$ cat src/rtl/vga_timing_pkg.sv
// Timing descriptor type and helpers shared by the framebuffer scan engine.
// Optional macro SCALE2X_EN selects a half-resolution framebuffer (FB_DIV = 2).
package vga_timing_pkg;

    typedef struct packed {
        int unsigned active;
        int unsigned fp;
        int unsigned sync;
        int unsigned bp;
    } vga_timing_t;

`ifdef SCALE2X_EN
    localparam int unsigned FB_DIV = 2;
`else
    localparam int unsigned FB_DIV = 1;
`endif

    function automatic int unsigned total(input vga_timing_t t);
        return t.active + t.fp + t.sync + t.bp;
    endfunction

    function automatic int unsigned fb_size(input int unsigned w, input int unsigned h);
        return w * h;
    endfunction

    function automatic logic in_active(input int unsigned cnt, input vga_timing_t t);
        return cnt < t.active;
    endfunction

    function automatic logic in_sync(input int unsigned cnt, input vga_timing_t t);
        return (cnt >= t.active + t.fp) && (cnt < t.active + t.fp + t.sync);
    endfunction

endpackage

$ cat src/rtl/fb_scan_reader_wrap_counter.sv
// Modulo-(MAX+1) counter with clock enable, clear and a terminal-count wrap pulse.
// Behaviour is independent of SCALE2X_EN.
module wrap_counter #(
    parameter int W   = 8,
    parameter int MAX = 255
) (
    input  logic         clk,
    input  logic         srst,
    input  logic         ce,
    input  logic         clr,
    output logic [W-1:0] count,
    output logic         wrap
);

    localparam logic [W-1:0] LAST = W'(MAX);

    logic [W-1:0] count_reg;

    always_ff @(posedge clk) begin
        if (srst || clr) begin
            count_reg <= '0;
        end else if (ce) begin
            count_reg <= (count_reg == LAST) ? '0 : count_reg + W'(1);
        end
    end

    assign count = count_reg;
    assign wrap  = ce && (count_reg == LAST);

endmodule

$ cat src/rtl/fb_scan_reader.sv
// Framebuffer scan engine: VGA timing, linear RAM read addressing and pixel/sync realignment.
// Define SCALE2X_EN to scan a half-resolution framebuffer with 2x pixel/line replication.
module fb_scan_reader
    import vga_timing_pkg::*;
#(
    parameter int   ADDR_W   = 16,
    parameter int   DATA_W   = 8,
    parameter int   H_ACTIVE = 256,
    parameter int   H_FP     = 16,
    parameter int   H_SYNC   = 32,
    parameter int   H_BP     = 16,
    parameter int   V_ACTIVE = 256,
    parameter int   V_FP     = 4,
    parameter int   V_SYNC   = 2,
    parameter int   V_BP     = 18,
    parameter logic SYNC_POL = 1'b0
) (
    input  logic              clk,
    input  logic              reset,
    input  logic              pix_ce,
    input  logic              enable,
    output logic [ADDR_W-1:0] ram_addr,
    input  logic [DATA_W-1:0] ram_q,
    output logic [DATA_W-1:0] pixel,
    output logic              pixel_valid,
    output logic              hsync,
    output logic              vsync,
    output logic              frame_start
);

    localparam vga_timing_t H_T = '{active: H_ACTIVE, fp: H_FP, sync: H_SYNC, bp: H_BP};
    localparam vga_timing_t V_T = '{active: V_ACTIVE, fp: V_FP, sync: V_SYNC, bp: V_BP};
    localparam int H_TOTAL = int'(total(H_T));
    localparam int V_TOTAL = int'(total(V_T));
    localparam int HW      = $clog2(H_TOTAL);
    localparam int VW      = $clog2(V_TOTAL);
    localparam int unsigned FB_SIZE    = fb_size(H_ACTIVE / FB_DIV, V_ACTIVE / FB_DIV);
    localparam int unsigned H_LAST_ACT = H_ACTIVE - 1;
    localparam logic [ADDR_W-1:0] ADDR_LAST = ADDR_W'(FB_SIZE - 1);

    logic [HW-1:0] h_cnt;
    logic [VW-1:0] v_cnt;
    logic          h_wrap, v_wrap;
    logic          advance;
    int unsigned   h_pos, v_pos;
    logic          active, hs_region, vs_region;

    logic [ADDR_W-1:0] addr_reg, addr_next;
    logic [DATA_W-1:0] pixel_reg;
    logic              valid_reg, hsync_reg, vsync_reg, frame_start_reg;

    assign advance = pix_ce && enable;

    wrap_counter #(.W(HW), .MAX(H_TOTAL - 1)) u_h_cnt (
        .clk   (clk),
        .srst  (reset),
        .ce    (advance),
        .clr   (!enable),
        .count (h_cnt),
        .wrap  (h_wrap)
    );

    wrap_counter #(.W(VW), .MAX(V_TOTAL - 1)) u_v_cnt (
        .clk   (clk),
        .srst  (reset),
        .ce    (advance && h_wrap),
        .clr   (!enable),
        .count (v_cnt),
        .wrap  (v_wrap)
    );

    assign h_pos     = 32'(h_cnt);
    assign v_pos     = 32'(v_cnt);
    assign active    = in_active(h_pos, H_T) && in_active(v_pos, V_T);
    assign hs_region = in_sync(h_pos, H_T);
    assign vs_region = in_sync(v_pos, V_T);

`ifdef SCALE2X_EN
    logic [ADDR_W-1:0] line_base_reg, line_base_next;
    logic [ADDR_W-1:0] row_next;

    assign row_next = (addr_reg == ADDR_LAST) ? '0 : addr_reg + ADDR_W'(1);

    // Addresses step on odd columns; at line end an even line rewinds to its
    // row start so the odd line replays it, and an odd line moves on a row.
    always_comb begin
        addr_next      = addr_reg;
        line_base_next = line_base_reg;
        if (v_wrap) begin
            addr_next      = '0;
            line_base_next = '0;
        end else if (active && h_cnt[0]) begin
            if (h_pos == H_LAST_ACT) begin
                if (!v_cnt[0]) begin
                    addr_next = line_base_reg;
                end else begin
                    addr_next      = row_next;
                    line_base_next = row_next;
                end
            end else begin
                addr_next = addr_reg + ADDR_W'(1);
            end
        end
    end

    always_ff @(posedge clk) begin
        if (reset || !enable) begin
            line_base_reg <= '0;
        end else if (advance) begin
            line_base_reg <= line_base_next;
        end
    end
`else
    // The last active pixel folds straight back to 0, so the address never
    // leaves the framebuffer even when its size is not a power of two.
    always_comb begin
        addr_next = addr_reg;
        if (v_wrap) begin
            addr_next = '0;
        end else if (active) begin
            addr_next = (addr_reg == ADDR_LAST) ? '0 : addr_reg + ADDR_W'(1);
        end
    end
`endif

    always_ff @(posedge clk) begin
        if (reset || !enable) begin
            addr_reg <= '0;
        end else if (advance) begin
            addr_reg <= addr_next;
        end
    end

    // ram_q for the current address is valid by the next strobe, so outputs
    // are captured from the counters as they stand, one strobe late.
    always_ff @(posedge clk) begin
        if (reset || !enable) begin
            pixel_reg       <= '0;
            valid_reg       <= 1'b0;
            hsync_reg       <= ~SYNC_POL;
            vsync_reg       <= ~SYNC_POL;
            frame_start_reg <= 1'b0;
        end else begin
            frame_start_reg <= 1'b0;
            if (advance) begin
                pixel_reg       <= active ? ram_q : '0;
                valid_reg       <= active;
                hsync_reg       <= hs_region ? SYNC_POL : ~SYNC_POL;
                vsync_reg       <= vs_region ? SYNC_POL : ~SYNC_POL;
                frame_start_reg <= (h_cnt == '0) && (v_cnt == '0);
            end
        end
    end

    assign ram_addr    = addr_reg;
    assign pixel       = pixel_reg;
    assign pixel_valid = valid_reg;
    assign hsync       = hsync_reg;
    assign vsync       = vsync_reg;
    assign frame_start = frame_start_reg;

endmodule
$ cat config.mk
export PLATFORM = sky130hd
export DESIGN_NAME = fb_scan_reader
export DESIGN_NICKNAME = d
export VERILOG_FILES = /design/src/rtl/vga_timing_pkg.sv /design/src/rtl/fb_scan_reader_wrap_counter.sv /design/src/rtl/fb_scan_reader.sv
export SDC_FILE = /design/constraint.sdc
export NUM_CORES = 1
export LEC_CHECK = 0
export CAP_MARGIN = 20
export CORE_UTILIZATION = 52
export DETAILED_ROUTE_END_ITERATION = 16
export PLACE_DENSITY = 0.81
export SETUP_SLACK_MARGIN = 0.15
export SYNTH_ARGS = -nofsm -noshare
export SYNTH_HDL_FRONTEND = slang
export SYNTH_HIERARCHICAL = 1
export SYNTH_SLANG_ARGS = --single-unit
$ cat constraint.sdc
create_clock -name clk -period 3 [get_ports clk]
set_input_delay 0.3 -clock clk [delete_from_list [all_inputs] [get_ports clk]]
set_output_delay 0.3 -clock clk [all_outputs]
set_load 0.02 [all_outputs]
==> results of run 1 <==
## how the worst max path moves through the flow
stage | from | end | slack [ns] | cells past startpoint
after floorplan | pix_ce | ram_addr[15] | 0.30 | 12
after global placement | pix_ce | ram_addr[13] | 0.15 | 13
after detailed placement | pix_ce | ram_addr[13] | 0.11 | 13
after CTS | u_h_cnt/count[6] | ram_addr[15] | 0.34 | 10
after global routing | u_h_cnt/count[0] | ram_addr[15] | 0.11 | 11
final | u_h_cnt/count[6] | ram_addr[15] | 0.33 | 10
## cell usage in the layout (no fill, tap or decap), types with 2 or more instances in the layout
cell type	count
a21oi_1	16
a22o_1	9
a22oi_1	2
a31oi_1	8
and3_1	2
buf_4	7
clkbuf_8	6
clkdlybuf4s50_1	39
dfxtp_1	46
ha_1	2
inv_1	4
mux2i_1	3
nand2_1	22
nand2b_1	8
nand3_1	11
nand4_1	10
nor2_1	25
nor2b_1	4
nor3_1	4
nor3_2	2
nor4_1	6
o21ai_0	18
o31ai_1	2
or2_2	3
or3_1	4
or3b_2	2
or4_1	2
xor2_1	7
## stage by stage
stage / cells / hold slack, ns / power (mW) / area, um2
2_1_floorplan: 254 / 0.376 / 0.677 / 2240
3_3_place_gp: 345 / 0.436 / 0.716 / 2720
3_5_place_dp: 345 / 0.444 / 0.717 / 2720
4_1_cts: 352 / 0.464 / 1.18 / 2830
5_1_grt: 352 / 0.499 / 1.21 / 2840
6_report: 352 / 0.460 / 1.17 / 2840
## timing repair
item / CTS / global route
resized for setup: 0 / 2
hold endpoints to repair: 0 / 0
setup endpoints to repair: 0 / 4
## cell families (layout without fill, tap and decap cells)
group	after synthesis	in the layout
buf+inv	9	57
simple gates	116	116
mux	3	3
fa+ha+maj	3	3
flops	46	46
compound gates	69	69
xor+xnor	8	8
## where the power goes
group	total [mW]	leakage, nW	internal [mW]	switching [mW]
Clock	0.466	0.0573	0.267	0.199
Sequential	0.619	0.372	0.616	0.00377
Combinational	0.0834	0.522	0.0406	0.0428
## routing by layer
layer / up-vias / routed length, um / track usage [%]
met5: - / 0 / 0
met1: 980 / 2310 / 30.5
li1: 1042 / - / -
met3: 7 / 191 / 5.24
met4: 0 / 76 / 10.1
met2: 54 / 2550 / 41.2
## cell type report
type	count	area, um2
multi-input combinational	199	1280
fill	337	1220
sequential	46	921
timing repair buffer	46	443
clock buffer	6	82.6
tap	50	62.6
clock inverter	1	30.0
inverter	4	15.0
==> results.sh, run 1 <==
export IMPL_report_final_slew_viol_count=0
export IMPL_dp_slack_ns=0.107
export IMPL_clock_sinks=46
export IMPL_r2r_slack_ns=0.33
export IMPL_antenna_found_initial=0
export IMPL_path_cells="or3b_2, nor3_2, and3_2, nand3_4, nor3_1, buf_4, o21a_1, nor2_1, a21o_2, a22o_1"
export IMPL_cts_tree="done"
export IMPL_period_share_pct=89.2
export IMPL_synth_top_cell_by_area="dfxtp_1"
export IMPL_root_buffer="clkbuf_8"
export IMPL_nets=317
export IMPL_cts_clk_slew_worst_paths_ns=0.08
export IMPL_path_delay_family="simple AND/OR/NAND/NOR gates"
export IMPL_yosysSeqAreaShare_pct=41.2
export IMPL_synth_xor_area_share_pct=3.13
export IMPL_die_h_um=67.6
export IMPL_synthArstFlopShare_pct=0
export IMPL_rows=23
export IMPL_synth_most_common_cell="dfxtp_1"
export IMPL_status="finished, final reports clean"
export IMPL_initial_utilization_pct=55.1
export IMPL_rr_worst_depth=10
export IMPL_die_w_um=67.6
export IMPL_cts_buffer_depth=2
export IMPL_syn_cell_area_mm2=0.00224
export IMPL_syn2layout_area_growth_pct=26.7
export IMPL_finalHoldViolCount=0
export IMPL_synth_compound_gate_area_share_pct=20.8
export IMPL_ant_nets=0
export IMPL_setup_viol=0
export IMPL_powerDensity_mw_per_mm2=412
export IMPL_worstHoldStart="pixel_valid"
export IMPL_synthTopCellsByArea="dfxtp_1, nor2_1, o21ai_0"
export IMPL_fin_crit_ns=2.67
export IMPL_htreeDepth=2
export IMPL_setup_slack_ns=0.325
export IMPL_totalWireLength_mm=5.12
export IMPL_syn_num_nets=269
export IMPL_arrival_ns=2.87
export IMPL_io_buffers=39
export IMPL_firstDrtPassIters=4
export IMPL_largest_register_ffs=16
export IMPL_routedWlPerCell_um=14.6
export IMPL_dp_hpwl_mm=3.78
export IMPL_ys_warn_count=6
export IMPL_max_slew_margin_pct=64.3
export IMPL_clk_latency_ns=0.30
export IMPL_start_kind="register"
export IMPL_critPathRequiredTime_ns=3.20
export IMPL_tns_ns=0
export IMPL_ir_drop_v=0.000288
export IMPL_synth_edf_count=0
export IMPL_vias=2083
export IMPL_crit_type="register to register"
export IMPL_power_leakage_nw=0.951
export IMPL_numCtsBuffers=5
export IMPL_grt_pass1_wl_mm=8.46
export IMPL_drive_above_1_share_pct=10.9
export IMPL_ys_flop_type="dfxtp_1"
export IMPL_vias_per_cell=5.92
export IMPL_synth_top_family_by_area="simple AND/OR/NAND/NOR gates"
export IMPL_synth_commonest_cells="dfxtp_1, nor2_1, nand2_1"
export IMPL_fin_util_pct=69.9
export IMPL_grt_max_degree=14
export IMPL_synth_seq_cells=46
export IMPL_path_max_fanout=10
export IMPL_holdCritPathClass="register to register"
export IMPL_fmax_mhz=374
export IMPL_grt_setup_unrepaired="false"
export IMPL_r2r_end="ram_addr[15]"
export IMPL_synthDistinctLibCells=54
export IMPL_worst_slew_pin_slew_ns=0.533
export IMPL_hold_path_depth=1
export IMPL_gp_congestion=0.864
export IMPL_min_to="pixel_valid"
export IMPL_worst_path_buf_inv=1
export IMPL_die_area_mm2=0.00457
export IMPL_antenna_cells=0
export IMPL_synthSimpleGateAreaFrac_pct=30.0
export IMPL_cts_setup_buffers=0
export IMPL_synth_mux_area_share_pct=1.34
export IMPL_skew_ns=0.0101
export IMPL_synth_top_area_share_pct=41.2
export IMPL_synthCells=254
export IMPL_ctsHoldBuffers=0
export IMPL_ioPinCount=40
export IMPL_drc_errors=0
export IMPL_r2r_start="u_h_cnt/count[6]"
export IMPL_synth_area_per_cell_um2=8.81
export IMPL_fp_coreArea_mm2=0.00406
export IMPL_critPathSlowestCell="or3b_2"
export IMPL_setup_worst_path_end_class="register"
export IMPL_synthAdderAreaFrac_pct=1.68
export IMPL_gr_total_overflow=0
export IMPL_drt_first_iter_violations=182
export IMPL_grt_pass1_vias=1893
export IMPL_crit_path_max_incr_delay_ns=0.55
export IMPL_maxCapViolations=0
export IMPL_grtUsageTotal_pct=24.7
Power figures use the tool's default switching activity.
==> run 2: changes to the inputs <==
--- a/config.mk
+++ b/config.mk
@@ -6,9 +6,9 @@
 export NUM_CORES = 1
 export LEC_CHECK = 0
 export CAP_MARGIN = 20
-export CORE_UTILIZATION = 52
+export CORE_UTILIZATION = 35
 export DETAILED_ROUTE_END_ITERATION = 16
-export PLACE_DENSITY = 0.81
+export PLACE_DENSITY = 0.59
 export SETUP_SLACK_MARGIN = 0.15
 export SYNTH_ARGS = -nofsm -noshare
 export SYNTH_HDL_FRONTEND = slang
==> run 2 against run 1 <==
Combinational power is 1% higher. Worst hold slack gained 0.0041 ns. Die area rose by 47%. Clock power is 15% lower. Cell area rose by 0.31%. Setup slack improved by 0.045 ns. Fmax increased by 1.7%. Wire length rose by 2.3%. Final cell count rose by 7.4%. Register-to-register slack improved by 0.05 ns. Flip-flop and latch count stayed put. Clock skew down 0.0032 ns. Critical path type unchanged. Largest power group unchanged. Highest routed layer unchanged.
==> results.sh, run 2 (synthesis gave the netlist of run 1 again) <==
export IMPL_fmax_mhz=380
export IMPL_ir_drop_v=0.000212
export IMPL_gr_total_overflow=0
export IMPL_dp_slack_ns=0.102
export IMPL_tns_ns=0
export IMPL_grt_max_degree=14
export IMPL_status="finished, final reports clean"
export IMPL_cts_setup_buffers=0
export IMPL_root_buffer="clkbuf_8"
export IMPL_ioPinCount=40
export IMPL_die_h_um=82.0
export IMPL_start_kind="register"
export IMPL_die_area_mm2=0.00672
export IMPL_hold_path_depth=1
export IMPL_cts_buffer_depth=2
export IMPL_fp_coreArea_mm2=0.00603
export IMPL_ant_nets=0
export IMPL_antenna_cells=0
export IMPL_grt_setup_unrepaired="false"
export IMPL_power_leakage_nw=0.942
export IMPL_place_area_mm2=0.00275
export IMPL_setup_slack_ns=0.370
export IMPL_powerDensity_mw_per_mm2=387
export IMPL_r2r_slack_ns=0.37
export IMPL_cts_tree="done"
export IMPL_worst_slew_pin_slew_ns=0.573
export IMPL_cts_clk_slew_worst_paths_ns=0.09
export IMPL_vias_per_cell=5.56
export IMPL_max_slew_margin_pct=61.7
export IMPL_p_total_mw=1.10
export IMPL_crit_type="register to register"
export IMPL_arrival_ns=2.83
export IMPL_ctsHoldBuffers=0
export IMPL_postCtsResizedCells=0
export IMPL_setup_viol=0
export IMPL_firstDrtPassIters=5
export IMPL_report_final_slew_viol_count=0
export IMPL_grt_pass1_vias=1859
export IMPL_maxCapViolations=0
export IMPL_gp_congestion=0.793
export IMPL_stdcell_area_mm2=0.00284
export IMPL_grt_pass1_wl_mm=8.49
export IMPL_clk_latency_ns=0.30
export IMPL_numCtsBuffers=5
export IMPL_initial_utilization_pct=37.1
export IMPL_rr_worst_depth=10
export IMPL_antenna_found_initial=0
export IMPL_critPathRequiredTime_ns=3.20
export IMPL_final_common_cell="dfxtp_1"
export IMPL_layout_common_cells="dfxtp_1, clkdlybuf4s50_1, nor2_1"
export IMPL_routedWlPerCell_um=13.9
export IMPL_largest_register_ffs=16
export IMPL_rows=28
export IMPL_finalHoldViolCount=0
export IMPL_drt_first_iter_violations=143
export IMPL_path_max_fanout=10
export IMPL_vias=2100
export IMPL_setup_worst_path_end_class="register"
export IMPL_fin_crit_ns=2.63
export IMPL_die_w_um=82.0
export IMPL_io_buffers=39
export IMPL_skew_ns=0.00693
export IMPL_totalWireLength_mm=5.24
export IMPL_drive_above_1_share_pct=11.2
export IMPL_htreeDepth=2
export IMPL_dp_hpwl_mm=3.85
export IMPL_syn2layout_area_growth_pct=27.1
export IMPL_clock_sinks=46
export IMPL_holdCritPathClass="register to register"
export IMPL_nets=317
export IMPL_period_share_pct=87.7
export IMPL_drc_errors=0
export IMPL_grtUsageTotal_pct=16.4
run 2: changes by cell type in the layout (fill, tap and decap cells not counted):
cell	change
bufinv_16	-1
nor3_2	-1
clkbuf_1	+1
clkinv_2	+1
nor3_1	+1
nor2_1	-1
dfxtp_2	+1
dfxtp_1	-1
nor2_2	+1
run 2: area by class of cell:
| type | instances | area (um2) |
|---|---|---|
| fillers | 594 | 3180 |
| multi-input cells | 199 | 1280 |
| flip-flops and latches | 46 | 922 |
| repair buffers | 46 | 443 |
| well taps | 75 | 93.8 |
| clock buffers | 7 | 86.3 |
| inverters | 4 | 15.0 |
| clock inverters | 1 | 5.00 |
run 2: worst paths after layout:
| check | from | to |
|---|---|---|
| worst min register to register | pixel_valid | pixel_valid |
| worst max-delay path | u_h_cnt/count[6] | ram_addr[15] |
| worst max register to register | u_h_cnt/count[6] | ram_addr[15] |
| worst min-delay path | pixel_valid | pixel_valid |
run 2: worst max-delay path, stage by stage, from the launching register on:
cell	delay, ns
dfxtp_1	0.38
or3b_2	0.54
nor3_1	0.14
and3_2	0.24
nand3_4	0.12
nor3_1	0.21
buf_4	0.18
o21a_1	0.21
nor2_2	0.10
a21o_2	0.21
a22o_1	0.21
run 2: metal layers:
metal  vias to the layer above  GRT usage (%)  part of all wire (%)
li1                       1051              -                     -
met1                       980           22.1                    47
met2                        63           25.5                    46
met3                         6           3.78                   5.2
met4                         0           5.26                   1.3
met5                         -              0                     0
run 2: stage by stage:
step / hold slack [ns] / utilization, % / instances
global route: 0.499 / 47.2 / 378
floorplan: 0.376 / - / 254
finish: 0.464 / 47.2 / 378
detailed placement: 0.445 / 45.6 / 370
CTS: 0.471 / 47.1 / 378
global placement: 0.435 / 45.6 / 370
run 2: report_power, final:
part	internal (mW)	total, mW	leakage [nW]	switching (mW)
Clock	0.186	0.396	0.0482	0.210
Sequential	0.616	0.620	0.372	0.00390
Combinational	0.0407	0.0845	0.522	0.0437
Total	0.843	1.10	0.942	0.257
==> run 3: changes to the inputs <==
--- a/config.mk
+++ b/config.mk
@@ -6,10 +6,10 @@
 export NUM_CORES = 1
 export LEC_CHECK = 0
 export CAP_MARGIN = 20
-export CORE_UTILIZATION = 35
+export CORE_UTILIZATION = 39
 export DETAILED_ROUTE_END_ITERATION = 16
-export PLACE_DENSITY = 0.59
-export SETUP_SLACK_MARGIN = 0.15
+export PLACE_DENSITY = 0.64
+export SETUP_SLACK_MARGIN = 0.3
 export SYNTH_ARGS = -nofsm -noshare
 export SYNTH_HDL_FRONTEND = slang
 export SYNTH_HIERARCHICAL = 1
==> constraint.sdc (replaced) <==
create_clock -name clk -period 3 [get_ports clk]
set_input_delay 0.3 -clock clk [delete_from_list [all_inputs] [get_ports clk]]
set_output_delay 0.3 -clock clk [all_outputs]
set_load 0.005 [all_outputs]
==> run 3 against run 2 <==
Sequential share of layout area decreased by 0.28 points. Flip-flop and latch count unchanged. Utilization increased by 5.1 points. Cell area increased by 1.3%. Register-to-register slack improved by 0.06 ns. Via count decreased by 0.43%. Critical path depth unchanged. Clock skew decreased by 0.0012 ns. First-iteration DRC count decreased by 7.0%. Die area decreased by 10%. Critical path type unchanged. Largest cell class unchanged. Highest routed layer unchanged.
==> results.sh, run 3 (synthesis gave the netlist of run 1 again) <==
export IMPL_r2r_slack_ns=0.43
export IMPL_totalWireLength_mm=5.15
export IMPL_status="finished, final reports clean"
export IMPL_timing_critical_path_mode_cell="nor3_1"
export IMPL_die_area_mm2=0.00604
export IMPL_hold_path_depth=1
export IMPL_die_w_um=77.7
export IMPL_power_frac_seq_pct=57.2
export IMPL_power_frac_comb_pct=7.3
export IMPL_crit_path_max_incr_delay_ns=0.43
export IMPL_dp_slack_ns=0.115
export IMPL_path_cells="or3b_4, nor3_1, and3_4, nand3_4, nor3_1, buf_4, o21a_1, nor2_1, a21o_2, a22o_1"
export IMPL_fp_coreArea_mm2=0.00551
export IMPL_die_h_um=77.7
export IMPL_final_common_cell="dfxtp_1"
export IMPL_routedWlPerCell_um=13.6
export IMPL_dp_hpwl_mm=3.74
export IMPL_antenna_found_initial=0
export IMPL_drc_errors=0
export IMPL_start_kind="register"
export IMPL_holdCritPathClass="register to register"
export IMPL_period_share_pct=85.7
export IMPL_max_slew_margin_pct=63.0
export IMPL_p_int_uw=844
export IMPL_worstHoldStart="pixel_valid"
export IMPL_worst_slew_pin_slew_ns=0.553
export IMPL_io_buffers=39
export IMPL_crit_type="register to register"
export IMPL_min_to="pixel_valid"
export IMPL_grt_pass1_wl_mm=8.67
export IMPL_rr_worst_depth=10
export IMPL_vias_per_cell=5.53
export IMPL_numCtsBuffers=5
export IMPL_p_sw_uw=240
export IMPL_nets=320
export IMPL_setup_worst_path_end_class="register"
export IMPL_ir_drop_v=0.000193
export IMPL_largest_register_ffs=16
export IMPL_grt_pass1_vias=1864
export IMPL_cts_clk_slew_worst_paths_ns=0.08
export IMPL_tns_ns=0
export IMPL_r2r_end="ram_addr[15]"
export IMPL_grtUsageTotal_pct=18.0
export IMPL_layout_common_cells="dfxtp_1, clkdlybuf4s50_1, nor2_1"
export IMPL_maxCapViolations=0
export IMPL_critPathSlowestCell="or3b_4"
export IMPL_setup_viol=0
export IMPL_cts_buffer_depth=2
export IMPL_r2r_start="u_h_cnt/count[6]"
export IMPL_grt_setup_unrepaired="false"
export IMPL_ctsHoldBuffers=0
export IMPL_htreeDepth=2
export IMPL_finalHoldViolCount=0
export IMPL_drt_first_iter_violations=133
export IMPL_cts_tree="done"
export IMPL_fmax_mhz=389
export IMPL_critPathRequiredTime_ns=3.19
export IMPL_gr_total_overflow=0
export IMPL_gp_congestion=0.845
export IMPL_p_total_mw=1.08
export IMPL_clockPowerShare_pct=35.5
export IMPL_drive_above_1_share_pct=12.7
export IMPL_antenna_cells=0
export IMPL_hold_ws_ns=0.460
export IMPL_syn2layout_area_growth_pct=28.7
export IMPL_power_leakage_nw=0.960
export IMPL_fillers=515
export IMPL_clk_latency_ns=0.29
export IMPL_ioPinCount=40
export IMPL_swShare_pct=22.1
export IMPL_powerDensity_mw_per_mm2=376
export IMPL_report_final_slew_viol_count=0
export IMPL_ant_nets=0
export IMPL_rows=27
export IMPL_setup_slack_ns=0.429
export IMPL_clock_sinks=46
export IMPL_path_max_fanout=10
export IMPL_arrival_ns=2.76
export IMPL_fin_crit_ns=2.57
export IMPL_vias=2091
export IMPL_grt_max_degree=14
export IMPL_initial_utilization_pct=40.6
export IMPL_skew_ns=0.00572
export IMPL_root_buffer="clkbuf_8"
export IMPL_firstDrtPassIters=4
-- run 3: cell types whose count changed in the layout (fill, tap and decap cells not counted), sizes merged --
| cell | previous run | this run |
|---|---|---|
| buf | 7 | 10 |
-- run 3: layout make-up --
| cell class | instances | area, um2 | share of cell area (%) |
|---|---|---|---|
| multi-input combinational | 199 | 1290 | 44.9 |
| clock buffer | 7 | 86.3 | 3.00 |
| timing repair buffer | 49 | 465 | 16.2 |
| inverter | 4 | 15.0 | 0.521 |
| tap | 72 | 90.1 | 3.13 |
| sequential | 46 | 926 | 32.1 |
| clock inverter | 1 | 5.00 | 0.174 |
-- run 3: through the flow --
step / cells / cell area [um2] / utilization (%)
after global routing: 378 / 2880 / 52.3
after floorplan: 254 / 2240 / -
after detailed placement: 367 / 2740 / 49.8
final: 378 / 2880 / 52.3
after CTS: 375 / 2840 / 51.5
after global placement: 367 / 2740 / 49.8
-- run 3: power by group through the flow --
stage	Combinational, mW	Clock [mW]	Sequential (mW)
after detailed placement	0.0773	0	0.634
after global placement	0.0767	0	0.634
after CTS	0.0776	0.398	0.620
final	0.0796	0.384	0.620
after global routing	0.0877	0.427	0.621
after floorplan	0.0366	0	0.634
-- run 3: what timing repair did --
| action | CTS | global route |
|---|---|---|
| resized for setup | 1 | 7 |
| buffers inserted | 0 | 3 |
| setup endpoints to repair | 1 | 13 |
| pin swaps | 0 | 1 |
-- run 3: critical path: cells and delay by family, from the launching register on --
| kind | cells | cell delay [ns] |
|---|---|---|
| compound gates | 3 | 0.61 |
| buf+inv | 1 | 0.18 |
| flops | 1 | 0.36 |
| simple gates | 6 | 1.31 |
-- run 3: how the worst max path moves through the flow --
stage                                 from           end  slack, ns  depth (start not counted)
after floorplan                     pix_ce  ram_addr[15]       0.30                         12
after global placement              pix_ce  ram_addr[15]       0.16                         12
after detailed placement            pix_ce  ram_addr[13]       0.11                         13
after CTS                 u_h_cnt/count[6]  ram_addr[15]       0.32                         10
after global routing      u_h_cnt/count[6]  ram_addr[15]       0.31                         10
final                     u_h_cnt/count[6]  ram_addr[15]       0.43                         10
-- run 3: metal layers --
metal  global-route usage, %  vias up  routed length, um
li1                        -     1057                  -
met1                    24.4      976               2570
met2                    27.4       54               2280
met3                    3.29        4                249
met4                    8.11        0                 53
met5                       0        -                  0
